## src/rtl/mult_seq_arbiter_if.sv

```systemverilog
// mult_seq_arbiter_if: requester-side handshake and tagged result bus of the shared scaling unit.
interface mult_seq_arbiter_if #(
    parameter int NREQ = 4,
    parameter int IDW  = 2,
    parameter int DW   = 8
);
    logic [NREQ-1:0]    req;
    logic [NREQ*DW-1:0] d_flat;
    logic [NREQ-1:0]    gnt;
    logic               busy;
    logic               out_valid;
    logic [DW+2:0]      out;
    logic [IDW-1:0]     out_id;
    logic [1:0]         out_phase;
    modport master (output req, d_flat, input gnt, busy, out_valid, out, out_id, out_phase);
    modport slave (input req, d_flat, output gnt, busy, out_valid, out, out_id, out_phase);
endinterface

```

## src/rtl/mult_seq_arbiter.sv

```systemverilog
// mult_seq_arbiter: round-robin arbiter feeding a 4-phase constant-scaling sequencer.
module mult_seq_arbiter #(
    parameter int NREQ = 4,
    parameter int IDW  = 2,
    parameter int DW   = 8,
    parameter int C0   = 8,
    parameter int C1   = 1,
    parameter int C2   = 3,
    parameter int C3   = 7
) (
    input logic               clk,
    input logic               rst,
    mult_seq_arbiter_if.slave bus
);
    typedef enum logic {IDLE, RUN} state_t;

    state_t          state, state_nx;
    logic [1:0]      phase, phase_nx;
    logic [DW-1:0]   opnd, opnd_nx;
    logic [IDW-1:0]  id, id_nx, ptr, ptr_nx, win;
    logic [NREQ-1:0] gnt, gnt_nx;
    logic            found, arb, run;
    logic [DW+2:0]   prod;

    // Coefficients are at most 8, so four shifted partial sums cover every value.
    function automatic logic [DW+2:0] scale(input logic [DW-1:0] v, input int c);
        scale = '0;
        for (int b = 0; b < 4; b++)
            if (c[b]) scale = scale + ((DW+3)'(v) << b);
    endfunction

    // Descending scan so the candidate closest to ptr is assigned last and wins.
    always_comb begin
        found = 1'b0;
        win   = '0;
        for (int k = NREQ - 1; k >= 0; k--)
            if (bus.req[(int'(ptr) + k) % NREQ]) begin
                found = 1'b1;
                win   = IDW'((int'(ptr) + k) % NREQ);
            end
    end

    always_comb begin
        arb      = (state == IDLE) || (phase == 2'd3);
        state_nx = arb ? (found ? RUN : IDLE) : state;
        phase_nx = arb ? 2'd0 : phase + 2'd1;
        opnd_nx  = (arb && found) ? bus.d_flat[int'(win)*DW +: DW] : opnd;
        id_nx    = (arb && found) ? win : id;
        ptr_nx   = (arb && found) ? IDW'((int'(win) + 1) % NREQ) : ptr;
        gnt_nx   = (arb && found) ? NREQ'(1) << win : '0;
    end

    always_ff @(posedge clk) begin
        if (rst) begin
            state <= IDLE;
            phase <= '0;
            opnd  <= '0;
            id    <= '0;
            ptr   <= '0;
            gnt   <= '0;
        end else begin
            state <= state_nx;
            phase <= phase_nx;
            opnd  <= opnd_nx;
            id    <= id_nx;
            ptr   <= ptr_nx;
            gnt   <= gnt_nx;
        end
    end

    assign run  = state == RUN;
    assign prod = phase == 2'd0 ? scale(opnd, C0) :
                  phase == 2'd1 ? scale(opnd, C1) :
                  phase == 2'd2 ? scale(opnd, C2) : scale(opnd, C3);

    assign bus.gnt       = gnt;
    assign bus.busy      = run;
    assign bus.out_valid = run;
    assign bus.out_phase = run ? phase : 2'd0;
    assign bus.out_id    = run ? id : '0;
    assign bus.out       = run ? prod : '0;
endmodule

```

## src/flat_wrapper.sv

```systemverilog
// flat-port wrapper written by rule: the top's interface ports become plain ports
module mult_seq_arbiter_flat 
#(
    parameter int NREQ = 4,
    parameter int IDW  = 2,
    parameter int DW   = 8,
    parameter int C0   = 8,
    parameter int C1   = 1,
    parameter int C2   = 3,
    parameter int C3   = 7
)
  (clk, rst, bus_req, bus_d_flat, bus_gnt, bus_busy, bus_out_valid, bus_out, bus_out_id, bus_out_phase);
  mult_seq_arbiter_if #(.NREQ(NREQ), .IDW(IDW), .DW(DW)) bus_i ();
  input logic clk;
  input logic rst;
  input wire logic [$bits(bus_i.req)-1:0] bus_req;
  input wire logic [$bits(bus_i.d_flat)-1:0] bus_d_flat;
  output wire logic [$bits(bus_i.gnt)-1:0] bus_gnt;
  output wire logic [$bits(bus_i.busy)-1:0] bus_busy;
  output wire logic [$bits(bus_i.out_valid)-1:0] bus_out_valid;
  output wire logic [$bits(bus_i.out)-1:0] bus_out;
  output wire logic [$bits(bus_i.out_id)-1:0] bus_out_id;
  output wire logic [$bits(bus_i.out_phase)-1:0] bus_out_phase;
  assign bus_i.req = bus_req;
  assign bus_i.d_flat = bus_d_flat;
  assign bus_gnt = bus_i.gnt;
  assign bus_busy = bus_i.busy;
  assign bus_out_valid = bus_i.out_valid;
  assign bus_out = bus_i.out;
  assign bus_out_id = bus_i.out_id;
  assign bus_out_phase = bus_i.out_phase;
  mult_seq_arbiter #(.NREQ(NREQ), .IDW(IDW), .DW(DW), .C0(C0), .C1(C1), .C2(C2), .C3(C3)) u_core (.clk(clk), .rst(rst), .bus(bus_i));
endmodule
```

## config.mk

```make
export PLATFORM = sky130hd
export DESIGN_NAME = mult_seq_arbiter_flat
export DESIGN_NICKNAME = d
export VERILOG_FILES = /design/src/rtl/mult_seq_arbiter_if.sv /design/src/rtl/mult_seq_arbiter.sv /design/src/flat_wrapper.sv
export SDC_FILE = /design/constraint.sdc
export NUM_CORES = 1
export LEC_CHECK = 0
export BUFFER_PORTS_ARGS = -buffer_cell sky130_fd_sc_hd__buf_2
export CAP_MARGIN = 20
export CORE_AREA = 5 5 73 75
export DETAILED_ROUTE_END_ITERATION = 16
export DIE_AREA = 0 0 78 80
export GPL_TIMING_DRIVEN = 0
export PLACE_DENSITY = 0.69
export SETUP_SLACK_MARGIN = 0.4
export SLEW_MARGIN = 40
export SYNTH_ARGS = -nofsm -noshare
export SYNTH_HDL_FRONTEND = slang
export SYNTH_SLANG_ARGS = --single-unit
```

## constraint.sdc

```tcl
create_clock -name clk -period 5.73 [get_ports clk]
set_input_delay 1.719 -clock clk [delete_from_list [all_inputs] [get_ports clk]]
set_output_delay 1.719 -clock clk [all_outputs]
set_load 0.02 [all_outputs]
```

==> results.tsv, run 1 <==
metric	value	unit
antenna_found_initial	0	
critPathLaunch	u_core.opnd[0]	
min_period_over_period	88.2	%
worstMarginPinSlew	427	ps
yosys.area_share.xor_xnor	4.79	%
grt_pass1_wl	8.33	mm
start_util	43.2	%
syn_nets	311	
comb_power_share	54.2	%
synth_top_area_share	19.2	%
hp-class	reg -> reg	
dieArea	0.00624	sq mm
synth_area_leaders	dfxtp_1, ha_1, mux2i_1	
hpwl	3.99	mm
min_from	u_core.id[1]	
fin_nets	373	
seq_area	383	sq um
finalMaxSlewViolations	0	
cts_sinks	19	
wire_per_inst	13.3	um
multi_input_area	0.00147	sq mm
cp_top_family	adder cells	
vias	1976	
first_pass_iters	4	
clock_latency	260	ps
powerDensity	236	mW/mm^2
seq_power_share	29.5	%
maxCapViolations	0	
syn_area	0.00199	sq mm
slowest_stage	dfxtp_1	
netlist_instances	251	
gr-total-overflow	0	
clock-root-buffer	clkbuf_8	
final_common_cell	buf_2	
p_sw_share	40.7	%
status	finished clean	
cp_data_arrival_time	3340	ps
synth_edf_count	0	
fmax	0.198	GHz
fin_skew	7.64	ps
async_flop_share	0	%
gp_congestion	0.838	
postRouteAntennaNets	0	
post_cts_resized	0	
layout_min_cycle_time	5050	ps
grt_pass1_vias	1947	
ys.flop_type	dfxtp_1	
synth_top_family_by_area	compound AO/OA/AOI/OAI gates	
vias_per_cell	5.40	
die_height	80	um
nFillCells	448	
end_kind	primary output	
drive_above_1_share	24.4	%
remaining_drc_errors	0	
max_stage_delay	430	ps
cp_num_buf_inv	2	
synthDistinctLibCells	44	
io_pins	59	
p_switching	0.231	mW
h-tree-depth	1	
yosys.area_share.adder	14.6	%
path_cells	ha_1 -> inv_1 -> fa_1 -> nor2b_1 -> o21a_1 -> nor2_1 -> xnor2_2 -> ha_1 -> o21a_1 -> o31ai_1 -> a21oi_1 -> xnor2_1 -> a211oi_1 -> a211o_1 -> buf_2	
worst_hold_slack	437	ps
cp.required	4010	ps
critPathLaunchType	flop	
setup_tns	0	ps
power.leakage	1.22	nW
yosysWarnings	0	
hold_buffers	0	
first_iter_violations	91	
critPathKind	reg -> out	
cts.path.max_buffers	2	
fp.dieW	78	um
postCtsSetupRepairBufs	0	
setup_viol	0	
p_clk_share	16.3	%
rsz0062_at_grt	no	
num_antenna_cells	0	
timing_hold_violations_final	0	
layout_common_cells	buf_2, nor2_1, a21oi_1, nand2_1, ha_1	
path_clk_slew	70	ps
ys_ff_latch	19	
grt_max_degree	12	
synth_compound_area_share	25.1	%
rows	25	
gr-usage-all-layers	15.9	%
cts_buffers	3	
coreArea	0.00460	sq mm
yosys.area_share.simple	19.3	%
tritoncts	done	
max_slew_margin	71.6	%
avgSynthCellArea	7.91	sq um
yosysTopAreaCell	dfxtp_1	
wl	4.88	mm
timing.rr.start	u_core.phase[0]	
synth-seq-area-share	19.2	%
vdd_drop_max	0.000165	V
cp_max_fo	5	
port_buffers	57	
internal_power	0.336	mW
muxShareOfSynthArea	9.58	%
area_growth	21.0	%
[layout make-up]
class	instances	share of cell area, %
clock buffers	3	1.72
flip-flops and latches	19	15.9
multi-input cells	203	61.3
clock inverters	1	0.208
inverters	19	2.97
repair buffers	57	11.9
well taps	54	2.81
plain buffers	10	3.18
[through the flow]
stage / cell area (sq um) / cells / worst slack (ps) / util, % / power [mW]
6_report: 2400 / 366 / 676 / 52.2 / 0.568
5_1_grt: 2400 / 366 / 458 / 52.2 / 0.618
4_1_cts: 2380 / 366 / 619 / 51.9 / 0.565
3_5_place_dp: 2340 / 362 / 921 / 50.9 / 0.472
3_3_place_gp: 2340 / 362 / 883 / 50.9 / 0.468
2_1_floorplan: 1990 / 251 / 1260 / - / 0.400
[synthesized netlist by cell type, types with 5 or more instances]
cell,number
a211oi_1,6
a21o_1,5
a21oi_1,22
and2_1,6
dfxtp_1,19
ha_1,20
inv_1,19
mux2i_1,19
nand2_1,22
nand2b_1,5
nand3_1,6
nor2_1,23
nor2b_1,6
nor3_1,5
o21ai_0,10
o221ai_1,8
xnor2_1,9
[logic make-up after synthesis]
logic type / Yosys count
xor+xnor: 10
flops: 19
compound gates: 71
simple gates: 81
fa+ha+maj: 22
buf+inv: 29
mux: 19
[final timing paths]
check	endpoint	slack (ps)	cells past startpoint
max	bus_out[8]	680	15
min	u_core.id[1]	440	2
max reg2reg	u_core.opnd[7]	4050	6
min reg2reg	u_core.id[1]	440	2
[worst min-delay path, stage by stage (launching register included)]
cell	delay, ps
dfxtp_1	310
nand2_1	50
nand2_1	40
[flip-flops by register name, indices dropped and copies added (netlist names)]
signal           flops
u_core.bus.busy      1
u_core.id            2
u_core.bus.gnt       4
u_core.phase         2
u_core.opnd          8
u_core.ptr           2
[metal layers]
| metal | part of all wire, % | vias to the layer above | wire length, um | GRT usage, % |
|---|---|---|---|---|
| li1 | - | 1020 | - | - |
| met1 | 46 | 900 | 2260 | 20.3 |
| met2 | 47 | 54 | 2290 | 26.6 |
| met3 | 6.4 | 2 | 312 | 2.60 |
| met4 | 0.35 | 0 | 17 | 6.08 |
| met5 | 0 | - | 0 | 0 |
[power groups by stage]
stage          Sequential (mW)  Clock, mW  Combinational (mW)
2_1_floorplan            0.165          0               0.235
3_3_place_gp             0.170          0               0.298
3_5_place_dp             0.170          0               0.302
4_1_cts                  0.167     0.0947               0.303
5_1_grt                  0.170      0.103               0.345
6_report                 0.168     0.0926               0.307
Power figures use the tool's default switching activity.
==> inputs of run 2 (changes only) <==
--- a/config.mk
+++ b/config.mk
@@ -5,7 +5,7 @@
 export SDC_FILE = /design/constraint.sdc
 export NUM_CORES = 1
 export LEC_CHECK = 0
-export BUFFER_PORTS_ARGS = -buffer_cell sky130_fd_sc_hd__buf_2
+export BUFFER_PORTS_ARGS = -buffer_cell sky130_fd_sc_hd__buf_4
 export CAP_MARGIN = 20
 export CORE_AREA = 5 5 73 75
 export DETAILED_ROUTE_END_ITERATION = 16
==> run 2 against run 1 <==
Effect of this change: global-route usage increased by 1.1 points; utilization up 3.1 points; wire length grew 5.6%; clock-buffer cell count up 1; cell count stayed put; via count up 0.86%; design area up 5.9%; sequential share of layout area shrank 0.89 points; critical endpoint unchanged.
==> results.tsv, run 2 (same netlist as run 1, synthesis figures left out) <==
metric	value	unit
hpwl	4.24	mm
path_clk_slew	70	ps
cp.required	4010	ps
remaining_drc_errors	0	
fin_nets	373	
cp_data_arrival_time	3350	ps
cts_buffers	3	
gr-usage-all-layers	17.0	%
drive_above_1_share	24.0	%
end_kind	primary output	
regMostFlops	u_core.opnd	
start_util	43.2	%
h-tree-depth	1	
cts.path.max_buffers	2	
vias	1993	
gr-total-overflow	0	
cts_sinks	19	
clock_latency	250	ps
grt_max_degree	11	
layout_common_cells	buf_4, nor2_1, a21oi_1, nand2_1, ha_1	
coreArea	0.00460	sq mm
fin_skew	4.65	ps
hp-class	reg -> reg	
post_cts_resized	0	
final_common_cell	buf_4	
dieArea	0.00624	sq mm
critPathLaunchType	flop	
fmax	0.197	GHz
maxCapViolations	0	
clock-root-buffer	clkbuf_8	
largest_register_ffs	8	
first_iter_violations	128	
antenna_found_initial	0	
min_path_cells	2	
vdd_drop_max	0.000130	V
hold_buffers	0	
wire_per_inst	14.1	um
max_slew_margin	67.9	%
die_height	80	um
port_buffers	57	
postRouteAntennaNets	0	
grt_pass1_wl	8.94	mm
rows	25	
worstMarginPinSlew	482	ps
setup_viol	0	
min_period_over_period	88.4	%
num_antenna_cells	0	
layout_min_cycle_time	5070	ps
power.leakage	1.25	nW
cp_max_fo	5	
powerDensity	230	mW/mm^2
gp_congestion	0.848	
power	0.585	mW
reg.largest.list	u_core.opnd x8, u_core.bus.gnt x4	
io_pins	59	
tritoncts	done	
rsz0062_at_grt	no	
worst_hold_slack	443	ps
nFillCells	446	
first_pass_iters	4	
finalMaxSlewViolations	0	
timing_hold_violations_final	0	
status	finished clean	
postCtsSetupRepairBufs	0	
critPathKind	reg -> out	
vias_per_cell	5.45	
area_growth	28.1	%
setup_tns	0	ps
r2r_cells	6	
grt_pass1_vias	2028	
wl	5.15	mm
fp.dieW	78	um
-- run 2: critical path: stages, from the launching register on --
cell	delay [ps]
dfxtp_1	420
ha_1	210
inv_1	60
fa_1	420
xnor2_2	260
inv_1	90
fa_1	440
nor2b_1	180
o31ai_1	100
a21oi_1	250
xnor2_1	190
a211oi_1	80
a211o_1	230
buf_4	160
-- run 2: path summary, 6_finish.rpt --
check	end	slack, ps	startpoint
setup reg to reg	u_core.opnd[7]	4050	u_core.phase[0]
setup / recovery	bus_out[8]	660	u_core.opnd[0]
hold / removal	u_core.id[1]	440	u_core.id[1]
hold reg to reg	u_core.id[1]	440	u_core.id[1]
-- run 2: through the flow --
step / setup slack [ps] / instances / util, % / cell area (sq um)
final: 664 / 366 / 55.3 / 2540
after global routing: 445 / 366 / 55.3 / 2540
after CTS: 550 / 366 / 54.9 / 2530
after detailed placement: 849 / 362 / 54.0 / 2480
after global placement: 899 / 362 / 54.0 / 2480
after floorplan: 1260 / 251 / - / 1990
-- run 2: routing by layer --
metal  vias up  GRT usage [%]  wire, um
met3         4           3.61       337
met5         -              0         0
met1       916           21.7      2310
li1       1018              -         -
met4         0           4.73        38
met2        55           28.7      2470
-- run 2: cell type report --
cell class	count	area (sq um)	area share (%)
Multi-Input combinational cell	203	1470	57.9
Inverter	19	71.3	2.80
Clock buffer	4	45.0	1.77
Tap cell	54	67.6	2.66
Timing Repair Buffer	57	428	16.8
Buffer	10	76.3	3.00
Sequential cell	19	383	15.1
-- run 2: report_power, final --
group          internal, mW  switching (mW)
Combinational         0.156           0.170
Clock                0.0493          0.0422
Sequential            0.146          0.0211
Total                 0.352           0.234
==> inputs of run 3 (changes only) <==
--- a/config.mk
+++ b/config.mk
@@ -8,6 +8,7 @@
 export BUFFER_PORTS_ARGS = -buffer_cell sky130_fd_sc_hd__buf_4
 export CAP_MARGIN = 20
 export CORE_AREA = 5 5 73 75
+export CTS_BUF_LIST = sky130_fd_sc_hd__clkbuf_8
 export DETAILED_ROUTE_END_ITERATION = 16
 export DIE_AREA = 0 0 78 80
 export GPL_TIMING_DRIVEN = 0
==> constraint.sdc (replaced) <==
create_clock -name clk -period 5.73 [get_ports clk]
set_input_delay 1.719 -clock clk [delete_from_list [all_inputs] [get_ports clk]]
set_output_delay 1.719 -clock clk [all_outputs]
set_load 0.05 [all_outputs]
==> run 3 against run 2 <==
Effect of this change: setup slack worse by 4.2 ps; die area unchanged; combinational power up 8.3%; hold slack about the same; clock-buffer cell count down 1; utilization about the same; flip-flop and latch count unchanged; wire length about the same; critical path depth unchanged; fmax about the same; via count about the same; power up 4.2%; highest routed layer unchanged.
==> results.tsv, run 3 (same netlist as run 1, synthesis figures left out) <==
metric	value	unit
tritoncts	done	
min_from	u_core.id[1]	
grt_pass1_vias	2028	
drive_above_1_share	24.4	%
rsz0062_at_grt	no	
layout_common_cells	buf_4, nor2_1, a21oi_1, nand2_1	
worst_hold_slack	443	ps
postCtsSetupRepairBufs	0	
clock-root-buffer	clkbuf_8	
postRouteAntennaNets	0	
start_util	43.2	%
final_common_cell	buf_4	
grt_max_degree	11	
cp.required	4010	ps
vias	1992	
num_antenna_cells	0	
cts.path.max_buffers	2	
regToRegEndpoint	u_core.opnd[7]	
cp_max_fo	7	
finalMaxSlewViolations	0	
grt_pass1_wl	8.94	mm
clock_latency	250	ps
reg.largest.list	u_core.opnd x8, u_core.bus.gnt x4	
m1WireLength	2.31	mm
place_area	0.00248	sq mm
h-tree-depth	1	
gr-usage-all-layers	17.0	%
met3_length	334	um
coreArea	0.00460	sq mm
max_slew_margin	67.9	%
wl	5.16	mm
rows	25	
fp.dieW	78	um
min_period_over_period	88.5	%
timing_hold_violations_final	0	
largest_register_ffs	8	
maxCapViolations	0	
vias_per_cell	5.44	
end_kind	primary output	
vdd_drop_max	0.000130	V
port_buffers	57	
first_iter_violations	128	
status	finished clean	
io_pins	59	
first_pass_iters	4	
setup_viol	0	
power.leakage	1.25	nW
fin_skew	4.55	ps
critPathKind	reg -> out	
cp_data_arrival_time	3350	ps
cts_buffers	3	
worstMarginPinSlew	482	ps
hpwl	4.24	mm
worst_hold_path.endpoint	u_core.id[1]	
path_clk_slew	70	ps
wire_per_inst	14.1	um
critPathLaunchType	flop	
fmax	0.197	GHz
r2r_cells	6	
highest_layer	met4	
gp_congestion	0.848	
gr-total-overflow	0	
dp_cells	362	
fin_nets	373	
hp-class	reg -> reg	
setup_tns	0	ps
die_height	80	um
regMostFlops	u_core.opnd	
layout_min_cycle_time	5070	ps
wl_met2	2.47	mm
area_growth	28.2	%
dieArea	0.00624	sq mm
reg2reg_slack	4040	ps
cts_sinks	19	
fin_area	0.00254	sq mm
layout.cells.non_filler	366	
powerDensity	240	mW/mm^2
antenna_found_initial	0	
remaining_drc_errors	0	
timing.rr.start	u_core.phase[0]	
min_path_cells	2	
==> run 3: through the flow <==
step	total power [mW]	utilization [%]	setup slack, ps
final	0.610	55.3	660
after global placement	0.510	54.0	866
after CTS	0.607	54.9	517
after global routing	0.665	55.3	425
after detailed placement	0.516	54.0	816
after floorplan	0.426	-	646
==> run 3: report_power, final <==
group / switching, mW / internal [mW]
Combinational: 0.196 / 0.156
Sequential: 0.0211 / 0.147
Clock: 0.0422 / 0.0476
Total: 0.260 / 0.351
==> run 3: routing by layer <==
metal	vias to the layer above	track usage [%]
li1	1018	-
met1	915	21.7
met2	55	28.7
met3	4	3.61
met4	0	4.73
met5	-	0
==> run 3: critical path, cell delays in order (launching register included) <==
cell,delay [ps]
dfxtp_2,400
ha_1,200
inv_1,60
fa_1,420
xnor2_2,260
inv_1,90
fa_1,440
nor2b_1,180
o31ai_1,100
a21oi_1,250
xnor2_1,190
a211oi_1,80
a211o_1,230
buf_4,190
==> run 3: final cells by class <==
cell class / instances / area (sq um)
clock buffer: 3 / 41.3
fill: 445 / 2050
tap: 54 / 67.6
clock inverter: 1 / 3.75
sequential: 19 / 384
multi-input combinational: 203 / 1470
inverter: 19 / 71.3
timing repair buffer: 57 / 428
buffer: 10 / 76.3
==> run 3: how the worst max path moves through the flow <==
stage	startpoint	end	slack, ps	depth (start not counted)
6_report	u_core.opnd[1]	bus_out[8]	660	13
5_1_grt	u_core.opnd[1]	bus_out[8]	430	15
4_1_cts	u_core.opnd[1]	bus_out[8]	520	13
3_5_place_dp	u_core.opnd[1]	bus_out[8]	820	13
3_3_place_gp	u_core.opnd[1]	bus_out[8]	870	13
2_1_floorplan	u_core.opnd[1]	bus_out[10]	650	11
==> run 3: what timing repair did <==
item                       in CTS  in global routing
hold buffers                    0                  0
gates resized for setup         0                  5
setup endpoints to repair       0                  2
